==> config.mk <==
export PLATFORM = sky130hd
export DESIGN_NAME = dm_access_ctrl_flat
export DESIGN_NICKNAME = d
export VERILOG_FILES = /design/src/rtl/dm_access_ctrl_pkg.sv /design/src/rtl/dm_access_ctrl_if.sv /design/src/rtl/dm_access_ctrl_align_chk.sv /design/src/rtl/dm_access_ctrl.sv /design/src/flat_wrapper.sv
export SDC_FILE = /design/constraint.sdc
export NUM_CORES = 1
export LEC_CHECK = 0
export ABC_AREA = 1
export ABC_CLOCK_PERIOD_IN_PS = 4500
export CAP_MARGIN = 20
export CORE_MARGIN = 4
export CORE_UTILIZATION = 31
export CTS_BUF_LIST = sky130_fd_sc_hd__clkbuf_8
export CTS_CLUSTER_SIZE = 40
export DETAILED_ROUTE_END_ITERATION = 8
export DONT_BUFFER_PORTS = 1
export PLACE_DENSITY = 0.54
export SLEW_MARGIN = 15
export SYNTH_ARGS = -nofsm -noshare
export SYNTH_HDL_FRONTEND = slang
export SYNTH_SLANG_ARGS = --single-unit
==> constraint.sdc <==
create_clock -name clk -period 4.5 [get_ports clk]
set_input_delay 0.675 -clock clk [delete_from_list [all_inputs] [get_ports clk]]
set_output_delay 0.675 -clock clk [all_outputs]
set_load 0.02 [all_outputs]
==> src/rtl/dm_access_ctrl_pkg.sv <==
// mipslite_mem_pkg: shared op codes, FSM states and DM geometry for the data-memory access path
package mipslite_mem_pkg;
  localparam int DM_BYTES_DEF = 12288;
  localparam int AW_DEF = 14;
  localparam logic [2:0] OP_LW = 3'd0;
  localparam logic [2:0] OP_LB = 3'd1;
  localparam logic [2:0] OP_LBU = 3'd2;
  localparam logic [2:0] OP_LH = 3'd3;
  localparam logic [2:0] OP_LHU = 3'd4;
  localparam logic [2:0] OP_SW = 3'd5;
  localparam logic [2:0] OP_SB = 3'd6;
  localparam logic [2:0] OP_SH = 3'd7;
  typedef enum logic [1:0] {S_IDLE, S_ACC0, S_ACC1, S_DONE} state_t;
  function automatic logic op_is_word(input logic [2:0] op);
    return op == OP_LW || op == OP_SW;
  endfunction
endpackage

==> src/rtl/dm_access_ctrl_if.sv <==
// dm_access_ctrl_if: CPU MEM-stage request/response bus of the data-memory port
//   master (CPU): drives req/op/addr/wdata, receives ready/done/rdata/addr_err
//   slave (controller): the reverse
interface dm_access_ctrl_if #(parameter int AW = 14);
  logic req;
  logic [2:0] op;
  logic [AW-1:0] addr;
  logic [31:0] wdata;
  logic ready;
  logic done;
  logic [31:0] rdata;
  logic addr_err;
  modport master(output req, op, addr, wdata, input ready, done, rdata, addr_err);
  modport slave(input req, op, addr, wdata, output ready, done, rdata, addr_err);
endinterface

==> src/rtl/dm_access_ctrl_align_chk.sv <==
// dm_align_chk: classifies an op and checks its alignment and DM range
//   i_op, i_addr -> o_legal, o_is_half, o_is_store
module dm_align_chk
  import mipslite_mem_pkg::*;
#(
  parameter int DM_BYTES = DM_BYTES_DEF,
  parameter int AW = AW_DEF
) (
  input  logic [2:0]    i_op,
  input  logic [AW-1:0] i_addr,
  output logic          o_legal,
  output logic          o_is_half,
  output logic          o_is_store
);
  localparam logic [AW:0] LIM = (AW+1)'(DM_BYTES);
  logic [AW:0] w_a;
  always_comb begin
    // one extra bit so addr+1/addr+3 near the top cannot wrap past the limit
    w_a = {1'b0, i_addr};
    o_is_store = i_op == OP_SW || i_op == OP_SB || i_op == OP_SH;
    o_is_half = i_op == OP_LH || i_op == OP_LHU || i_op == OP_SH;
    o_legal = op_is_word(i_op) ? (i_addr[1:0] == 2'b00 && w_a + (AW+1)'(3) < LIM) :
              o_is_half ? (!i_addr[0] && w_a + (AW+1)'(1) < LIM) : w_a < LIM;
  end
endmodule

==> src/rtl/dm_access_ctrl.sv <==
// dm_access_ctrl: sequences CPU loads/stores onto the word/byte-only data memory
//   clk, rst    : clock, async active-high reset
//   cpu         : request/response bus (slave side)
//   o_dm_addr, o_dm_din, o_dm_we, o_dm_byte_op : DM access outputs
//   i_dm_dout   : combinational DM read data (byte reads sign-extended)
module dm_access_ctrl
  import mipslite_mem_pkg::*;
#(
  parameter int DM_BYTES = DM_BYTES_DEF,
  parameter int AW = AW_DEF
) (
  input  logic                clk,
  input  logic                rst,
  dm_access_ctrl_if.slave     cpu,
  output logic [AW-1:0]       o_dm_addr,
  output logic [31:0]         o_dm_din,
  output logic                o_dm_we,
  output logic                o_dm_byte_op,
  input  logic [31:0]         i_dm_dout
);
  state_t r_state, w_next;
  logic [2:0] r_op;
  logic [AW-1:0] r_addr, r_dm_addr;
  logic [31:0] r_wdata, r_rdata, r_dm_din;
  logic [7:0] r_lo;
  logic r_err, r_half, r_store, r_byte_op;
  logic w_legal, w_is_half, w_is_store, w_ready, w_acc;
  dm_align_chk #(.DM_BYTES(DM_BYTES), .AW(AW)) u_chk (
    .i_op(cpu.op),
    .i_addr(cpu.addr),
    .o_legal(w_legal),
    .o_is_half(w_is_half),
    .o_is_store(w_is_store)
  );
  always_comb begin
    w_ready = r_state == S_IDLE || r_state == S_DONE;
    w_acc = cpu.req && w_ready;
    w_next = w_acc ? (w_legal ? S_ACC0 : S_DONE) :
             r_state == S_ACC0 ? (r_half ? S_ACC1 : S_DONE) :
             r_state == S_ACC1 ? S_DONE : S_IDLE;
  end
  assign cpu.ready = w_ready;
  assign cpu.done = r_state == S_DONE;
  assign cpu.rdata = r_rdata;
  assign cpu.addr_err = r_err;
  assign o_dm_addr = r_dm_addr;
  assign o_dm_din = r_dm_din;
  assign o_dm_byte_op = r_byte_op;
  assign o_dm_we = r_store && (r_state == S_ACC0 || r_state == S_ACC1);
  always_ff @(posedge clk or posedge rst) begin
    if (rst) begin
      r_state <= S_IDLE;
      r_op <= OP_LW;
      r_addr <= '0;
      r_wdata <= '0;
      r_rdata <= '0;
      r_lo <= '0;
      r_err <= 1'b0;
      r_half <= 1'b0;
      r_store <= 1'b0;
      r_dm_addr <= '0;
      r_dm_din <= '0;
      r_byte_op <= 1'b0;
    end else begin
      r_state <= w_next;
      if (w_acc) begin
        r_op <= cpu.op;
        r_addr <= cpu.addr;
        r_wdata <= cpu.wdata;
        r_err <= !w_legal;
        r_half <= w_is_half;
        r_store <= w_is_store;
        if (w_legal) begin
          r_dm_addr <= cpu.addr;
          r_byte_op <= !op_is_word(cpu.op);
          if (w_is_store) r_dm_din <= op_is_word(cpu.op) ? cpu.wdata : {24'b0, cpu.wdata[7:0]};
        end
      end
      if (r_state == S_ACC0) begin
        if (r_half) begin
          r_lo <= i_dm_dout[7:0];
          r_dm_addr <= r_addr + 1'b1;
          if (r_store) r_dm_din <= {24'b0, r_wdata[15:8]};
        end else if (!r_store) begin
          r_rdata <= r_op == OP_LBU ? {24'b0, i_dm_dout[7:0]} : i_dm_dout;
        end
      end
      if (r_state == S_ACC1 && !r_store)
        r_rdata <= {(r_op == OP_LH && i_dm_dout[7]) ? 16'hFFFF : 16'h0000, i_dm_dout[7:0], r_lo};
    end
  end
endmodule

==> src/flat_wrapper.sv <==
// flat-port wrapper written by rule: the top's interface ports become plain ports
module dm_access_ctrl_flat import mipslite_mem_pkg::*;
#(
  parameter int DM_BYTES = DM_BYTES_DEF,
  parameter int AW = AW_DEF
)
  (clk, rst, o_dm_addr, o_dm_din, o_dm_we, o_dm_byte_op, i_dm_dout, cpu_req, cpu_op, cpu_addr, cpu_wdata, cpu_ready, cpu_done, cpu_rdata, cpu_addr_err);
  dm_access_ctrl_if #(.AW(AW)) cpu_i ();
  input  logic clk;
  input  logic rst;
  output logic [AW-1:0] o_dm_addr;
  output logic [31:0] o_dm_din;
  output logic o_dm_we;
  output logic o_dm_byte_op;
  input  logic [31:0] i_dm_dout;
  input wire logic [$bits(cpu_i.req)-1:0] cpu_req;
  input wire logic [$bits(cpu_i.op)-1:0] cpu_op;
  input wire logic [$bits(cpu_i.addr)-1:0] cpu_addr;
  input wire logic [$bits(cpu_i.wdata)-1:0] cpu_wdata;
  output wire logic [$bits(cpu_i.ready)-1:0] cpu_ready;
  output wire logic [$bits(cpu_i.done)-1:0] cpu_done;
  output wire logic [$bits(cpu_i.rdata)-1:0] cpu_rdata;
  output wire logic [$bits(cpu_i.addr_err)-1:0] cpu_addr_err;
  assign cpu_i.req = cpu_req;
  assign cpu_i.op = cpu_op;
  assign cpu_i.addr = cpu_addr;
  assign cpu_i.wdata = cpu_wdata;
  assign cpu_ready = cpu_i.ready;
  assign cpu_done = cpu_i.done;
  assign cpu_rdata = cpu_i.rdata;
  assign cpu_addr_err = cpu_i.addr_err;
  dm_access_ctrl #(.DM_BYTES(DM_BYTES), .AW(AW)) u_core (.clk(clk), .rst(rst), .cpu(cpu_i), .o_dm_addr(o_dm_addr), .o_dm_din(o_dm_din), .o_dm_we(o_dm_we), .o_dm_byte_op(o_dm_byte_op), .i_dm_dout(i_dm_dout));
endmodule
# Word level (Yosys, flattened, before mapping)
# Cells that the tools add are included.
[word_totals] ff_bits=125 inputBits=84 elab_cells=78
[op_classes] add_sub_neg=3 magnitude_cmp=3 eq_ne=12 n_mux=24 n_reduce_logical=24
[ops] operator="$mux 32" count=12
[ops] operator="$mux 14" count=4
[ops] operator="$lt 15x14->1 const B" count=2
[ops] operator="$mux 16" count=1
[ops] operator="$add 14x1->15 const B" count=1
[ops] operator="$add 14x2->15 const B" count=1
[ops] operator="$add 14x1->14 const B" count=1
[ops] operator="$lt 14x14->1 const B" count=1
[ops] operator="$eq 3x3->1 const B" count=4
[ops] operator="$eq 3x2->1 const B" count=3
[ops] operator="$mux 2" count=4
[ops] operator="$logic_or 1x1->1" count=7
[ops] operator="$logic_and 1x1->1" count=6
[ops] operator="$eq 2x2->1 const B" count=2
[ops] operator="$logic_not 1->1" count=4
[ops] operator="$logic_not 2->1" count=2
[ops] operator="$ne 2x2->1 const B" count=2
[ops] operator="$reduce_and 2->1" count=2
[ops] operator="$logic_not 3->1" count=1
[ops] operator="$mux 1" count=3
[ops] operator="$reduce_and 3->1" count=1
[ops] operator="$eq 2x1->1 const B" count=1
[ops] operator="$reduce_bool 2->1" count=1

# Logic depth before layout (Yosys ltp)
[depth] depth_word=10 ltp_mapped=11 depth_no_buf=10

# Modules after synthesis
# A second synthesis with hierarchy kept.
[hier_totals] hier_cells=636 hier_area_um2=5298.8
[by_module_without_submodules] module="dm_access_ctrl" instances=1 cells_per_inst=619 area_per_inst_um2=5225.0
[by_module_without_submodules] module="dm_align_chk" instances=1 cells_per_inst=17 area_per_inst_um2=73.8

# Least setup slack after synthesis
# No wires, ideal clock.
[synth_timing] kind="register to register" startpoint="register u_core.r_state[0]" endpoint="register u_core.r_dm_din[11], in the netlist u_core.o_dm_din[11]" setup_time_ns=0.147 arrival_time_ns=1.738 t_required_ns=4.353 setup_slack_ns=2.615 stages_incl_launch_ff=11 path_buffers=1 cell_sequence="dfrtp_1 > inv_1 > ha_1 > nand2_1 > inv_2 > nand2_1 > nor2_4 > nand2_8 > buf_12 > nand2_4 > a21oi_2"
[synth_between] elab_chain_cells=7
[synth_rtl] element="start, declared" line_no="dm_access_ctrl.sv:21" text="state_t r_state, w_next;"
[synth_rtl] element="start signal, assigned" line_no="dm_access_ctrl.sv:65" text="r_state <= w_next;"
[synth_rtl] element="$eq 2x2->1 / $logic_not 2->1 (equally long branches)" line_no="dm_access_ctrl.sv:36" text="w_ready = r_state == S_IDLE || r_state == S_DONE;"
[synth_rtl] element="$logic_or 1x1->1 *" line_no="dm_access_ctrl.sv:36"
[synth_rtl] element="named net cpu_ready" line_no="flat_wrapper.sv:20" text="output wire logic [$bits(cpu_i.ready)-1:0] cpu_ready;"
[synth_rtl] element="$logic_and 1x1->1 *" line_no="dm_access_ctrl.sv:37" text="w_acc = cpu.req && w_ready;"
[synth_rtl] element="$mux 32 *" line_no="dm_access_ctrl.sv:66" text="if (w_acc) begin"
[synth_rtl] element="$mux 32" line_no="dm_access_ctrl.sv:83" text="if (r_store) r_dm_din <= {24'b0, r_wdata[15:8]};"
[synth_rtl] element="$mux 32" line_no="dm_access_ctrl.sv:80" text="if (r_half) begin"
[synth_rtl] element="$mux 32 *" line_no="dm_access_ctrl.sv:79" text="if (r_state == S_ACC0) begin"
[synth_rtl] element="end signal, assigned" line_no="dm_access_ctrl.sv:76" text="if (w_is_store) r_dm_din <= op_is_word(cpu.op) ? cpu.wdata : {24'b0, cpu.wdata[7:0]};"
[synth_rtl] element="end signal, assigned" line_no="dm_access_ctrl.sv:83"
[synth_rtl] element="end, declared" line_no="dm_access_ctrl.sv:24" text="logic [31:0] r_wdata, r_rdata, r_dm_din;"
# The timed path passes the listed nets; every way through them passes the cells marked *.
# A chain may end at the register's enable or synchronous reset.

# Worst setup path in the final report
[layout_timing] startpoint="register u_core.r_state[0]" endpoint="register u_core.r_dm_addr[3], in the netlist u_core.o_dm_addr[3]"
[layout_between] elab_chain_cells=6
[layout_rtl] element="$eq 2x2->1 / $logic_not 2->1 (equally long branches)" line_no="dm_access_ctrl.sv:36"
[layout_rtl] element="$logic_or 1x1->1 *" line_no="dm_access_ctrl.sv:36"
[layout_rtl] element="named net cpu_ready" line_no="flat_wrapper.sv:20"
[layout_rtl] element="$logic_and 1x1->1 *" line_no="dm_access_ctrl.sv:37"
[layout_rtl] element="$mux 14 *" line_no="dm_access_ctrl.sv:66"
[layout_rtl] element="$mux 14" line_no="dm_access_ctrl.sv:80"
[layout_rtl] element="$mux 14 *" line_no="dm_access_ctrl.sv:79"
[layout_rtl] element="end signal, assigned" line_no="dm_access_ctrl.sv:74" text="r_dm_addr <= cpu.addr;"
[layout_rtl] element="end signal, assigned" line_no="dm_access_ctrl.sv:82" text="r_dm_addr <= r_addr + 1'b1;"
[layout_rtl] element="end, declared" line_no="dm_access_ctrl.sv:23" text="logic [AW-1:0] r_addr, r_dm_addr;"
# Marks and branches as above.

==> key figures <==
Status
  – Outcome: finished, final reports clean

Logic synthesis
  – #FFs+latches synth: ~120
  – Async set-reset flop share out of synthesis: 1.00
  – Synth Net Count: 753
  – Ys Warns: 0
  – Most used DFF post-synth: dfrtp_1
  – Post-synth EDFFs: 0
  – Post-synthesis sequential area ratio: 0.509
  – Post-Syn Area per Cell: approximately 8.6 um2
  – Mapped cell area: 5750 um2
  – Unique masters post-synth: 37
  – Synth Instances: about 670

Drt
  – DRC: 0
  – Routed length per instance: roughly 18 um
  – Drt via density: 4.99
  – Routed Wire Length: between 15,000 and 20,000 um
  – Drt first pass iters: 4
  – Post-DRT Antenna Nets: 0
  – Vias: 4,477
  – Initial DRC count: approximately 280

Floorplan
  – Die H: roughly 140 um
  – Core footprint: between 15,000 and 20,000 um2
  – # IOs: ~170
  – Initial core utilization: 0.318
  – Standard-cell row count: 49
  – Die width: ~140 um
  – Die Area: just over 20,000 um2

Timing
  – Final Hold Fails: 0
  – Unrepaired setup endpoints after global routing: false
  – Fin crit period: ~2900 ps
  – Final setup TNS: 0 ps
  – Final Cycle Share: 0.638
  – Setup WS post-layout: about 1600 ps
  – Top achievable clock speed: between 300 and 400 MHz
  – Clock Skews: roughly 13 ps
  – Worst slew pin tran: between 800 and 900 ps
  – Final setup fails: 0
  – Slew Viols, Final: 0
  – Rel. slew slack: 0.419

Place
  – Pre-CTS setup slack: 1610 ps
  – # port buffers: 0
  – Detailed placement HPWL: ~11,000 um
  – Gpl congestion: approximately 0.8
  – Placed cell area: 5900 um2

Final layout
  – Cell area after layout: roughly 6300 um2
  – Layout cells sized above 1: 0.147
  – Most frequent cells in the layout: 196 x nand2_1, 117 x dfrtp_1, 56 x nand3_1
  – Layout Nets: roughly 740
  – Area growth syn-to-layout: 9.27%
  – Leading cell type in the layout, fill and taps excluded: nand2_1

CTS
  – CTS Buffer Depth: 2
  – Post-CTS Hold Fix Bufs: 0
  – CTS buffer count: 17
  – Clk sink count: 117
  – H-tree depth: 4
  – Post-CTS Setup Inserts: 0
  – CTS tree: yes
  – Worst skew pair latency: about 440 ps
  – PostCTS Resize Cnt: 0
  – Worst-path clk slew: around 80 ps
  – Clock Tree Root: clkbuf_8

Power and ir drop
  – Logic pwr share: 0.326
  – Sequential power share: 0.488
  – Power Density: just over 800 nW/um2
  – Tot Pwr: slightly above 5000 uW
  – Clock Power Share: 0.186
  – Leak pwr: roughly 0.003 uW
  – Switching part of the total: 0.473
  – VDD IR max: around 0.27 mV
  – Int Power: 2680 uW
  – NetSw: approximately 2400 uW

Critical path
  – Most used cell, CP: nand2_1
  – Crit. End Element: register
  – CP max stage cell: ha_1
  – Critical path required time: 4820 ps
  – Crit-path max cell delay: 450 ps
  – Crit Path Max Fanout: 35
  – CP Launch Type: register
  – RR Startpoint: u_core.r_state[0]
  – Crit Path Class: register to register
  – Critical Path Source: u_core.r_state[0]
  – Arr. time, crit path: approximately 3200 ps
  – CP cell instances: inv_1 -> ha_1 -> nand2_1 -> buf_4 -> inv_2 -> buf_4 -> nand4_4 -> inv_1 -> nand2_1 -> nand3_1 -> nand2_1

Global routing
  – Met2 GRT Util: 0.244
  – Grt ovf: 0
  – Pin count of the biggest net entering global routing: 55
  – Met1 Resource Use GR: 0.186
  – First-pass GRT wire length: approximately 25,000 um
  – Tot GR Track Use: 0.154
  – Vias in the first global route: 4,570
  – Initial antenna violation count: 3
  – Grt peak-use layer: met2
  – M3 GR Usage: 0.0737

Flow run
  – Maxcap violations: 0

Hold path
  – Min-delay worst type: input port to asynchronous set/reset pin
## cell type report
| cell class | instances | area (um2) |
|---|---|---|
| Sequential cell | 117 | 2930 |
| Inverter | 54 | 205 |
| Fill cell | 1882 | 11800 |
| Antenna cell | 1 | 2.50 |
| Timing Repair Buffer | 6 | 45.0 |
| Clock inverter | 14 | 136 |
| Clock buffer | 18 | 248 |
| Tap cell | 229 | 287 |
| Multi-Input combinational cell | 459 | 2430 |
## kinds of logic after synthesis
| logic type | Yosys count | share of synthesized area |
|---|---|---|
| AOI/OAI and AO/OA | 88 | 0.0971 |
| adders and majority gates | 4 | 0.00871 |
| xor gates and xnor gates | 4 | 0.00609 |
| buffers and inverters | 89 | 0.0692 |
| DFF | 117 | 0.509 |
| and+or+nand+nor | 363 | 0.310 |
## worst paths after layout
| path | cells past startpoint | endpoint | slack (ps) |
|---|---|---|---|
| max reg2reg | 11 | u_core.o_dm_addr[3] | 1630 |
| max | 11 | u_core.o_dm_addr[3] | 1630 |
| min reg2reg | 2 | u_core.r_lo[3] | 480 |
| min in group clk | 2 | u_core.r_wdata[11] | 350 |
| max in group asynchronous | 2 | u_core.o_dm_din[27] | 3360 |
| min | 1 | u_core.o_dm_din[25] | 210 |
## worst max-delay path: cells and delay by family, from the launching register on
family,cells,cell delay [ps]
DFF,1,380
and+or+nand+nor,5,580
buffers and inverters,5,1330
adders and majority gates,1,450
## flip-flops by register name, summed over array words and instances, names as in the netlist
signal,cells
u_core.r_state,2
u_core.r_op,3
u_core.r_lo,8
u_core.r_wdata,8
u_core.r_half,1
u_core.cpu.addr_err,1
u_core.r_addr,14
u_core.o_dm_din,32
u_core.cpu.rdata,32
u_core.r_store,1
u_core.o_dm_addr,14
u_core.o_dm_byte_op,1
## synth_stat cells (5+ instances only)
library cell / count / area [um2]
nand2_1: 196 / 736
dfrtp_1: 117 / 2930
nand4_1: 26 / 163
nand3b_1: 8 / 60.1
inv_1: 50 / 188
nand2_4: 22 / 248
a21oi_1: 26 / 130
a21oi_2: 20 / 175
clkbuf_1: 20 / 75.1
o211ai_1: 8 / 60.1
buf_4: 5 / 37.5
nor2_1: 41 / 154
a31oi_1: 8 / 50.1
o21ai_0: 22 / 110
nand3_1: 56 / 280
## per-layer routing
metal | share of wire | vias up
li1 | - | 2155
met1 | 0.41 | 2139
met2 | 0.46 | 161
met3 | 0.11 | 18
met4 | 0.015 | 4
met5 | 0.0017 | -
## power by group through the flow
stage	Sequential [uW]	Combinational [uW]	Clock, uW
2_1_floorplan	2350	1380	0
3_3_place_gp	2500	1620	0
3_5_place_dp	2510	1680	0
4_1_cts	2500	1690	983
5_1_grt	2560	1920	1030
6_report	2480	1660	945
## metrics by stage
| step | hold slack, ps | utilization | instances |
|---|---|---|---|
| floorplan | 449 | - | 665 |
| global placement | 462 | 0.326 | 865 |
| detailed placement | 463 | 0.326 | 865 |
| CTS | 201 | 0.347 | 897 |
| global route | 233 | 0.347 | 898 |
| finish | 212 | 0.347 | 898 |
Note: power is estimated with default switching activity, not from simulation.
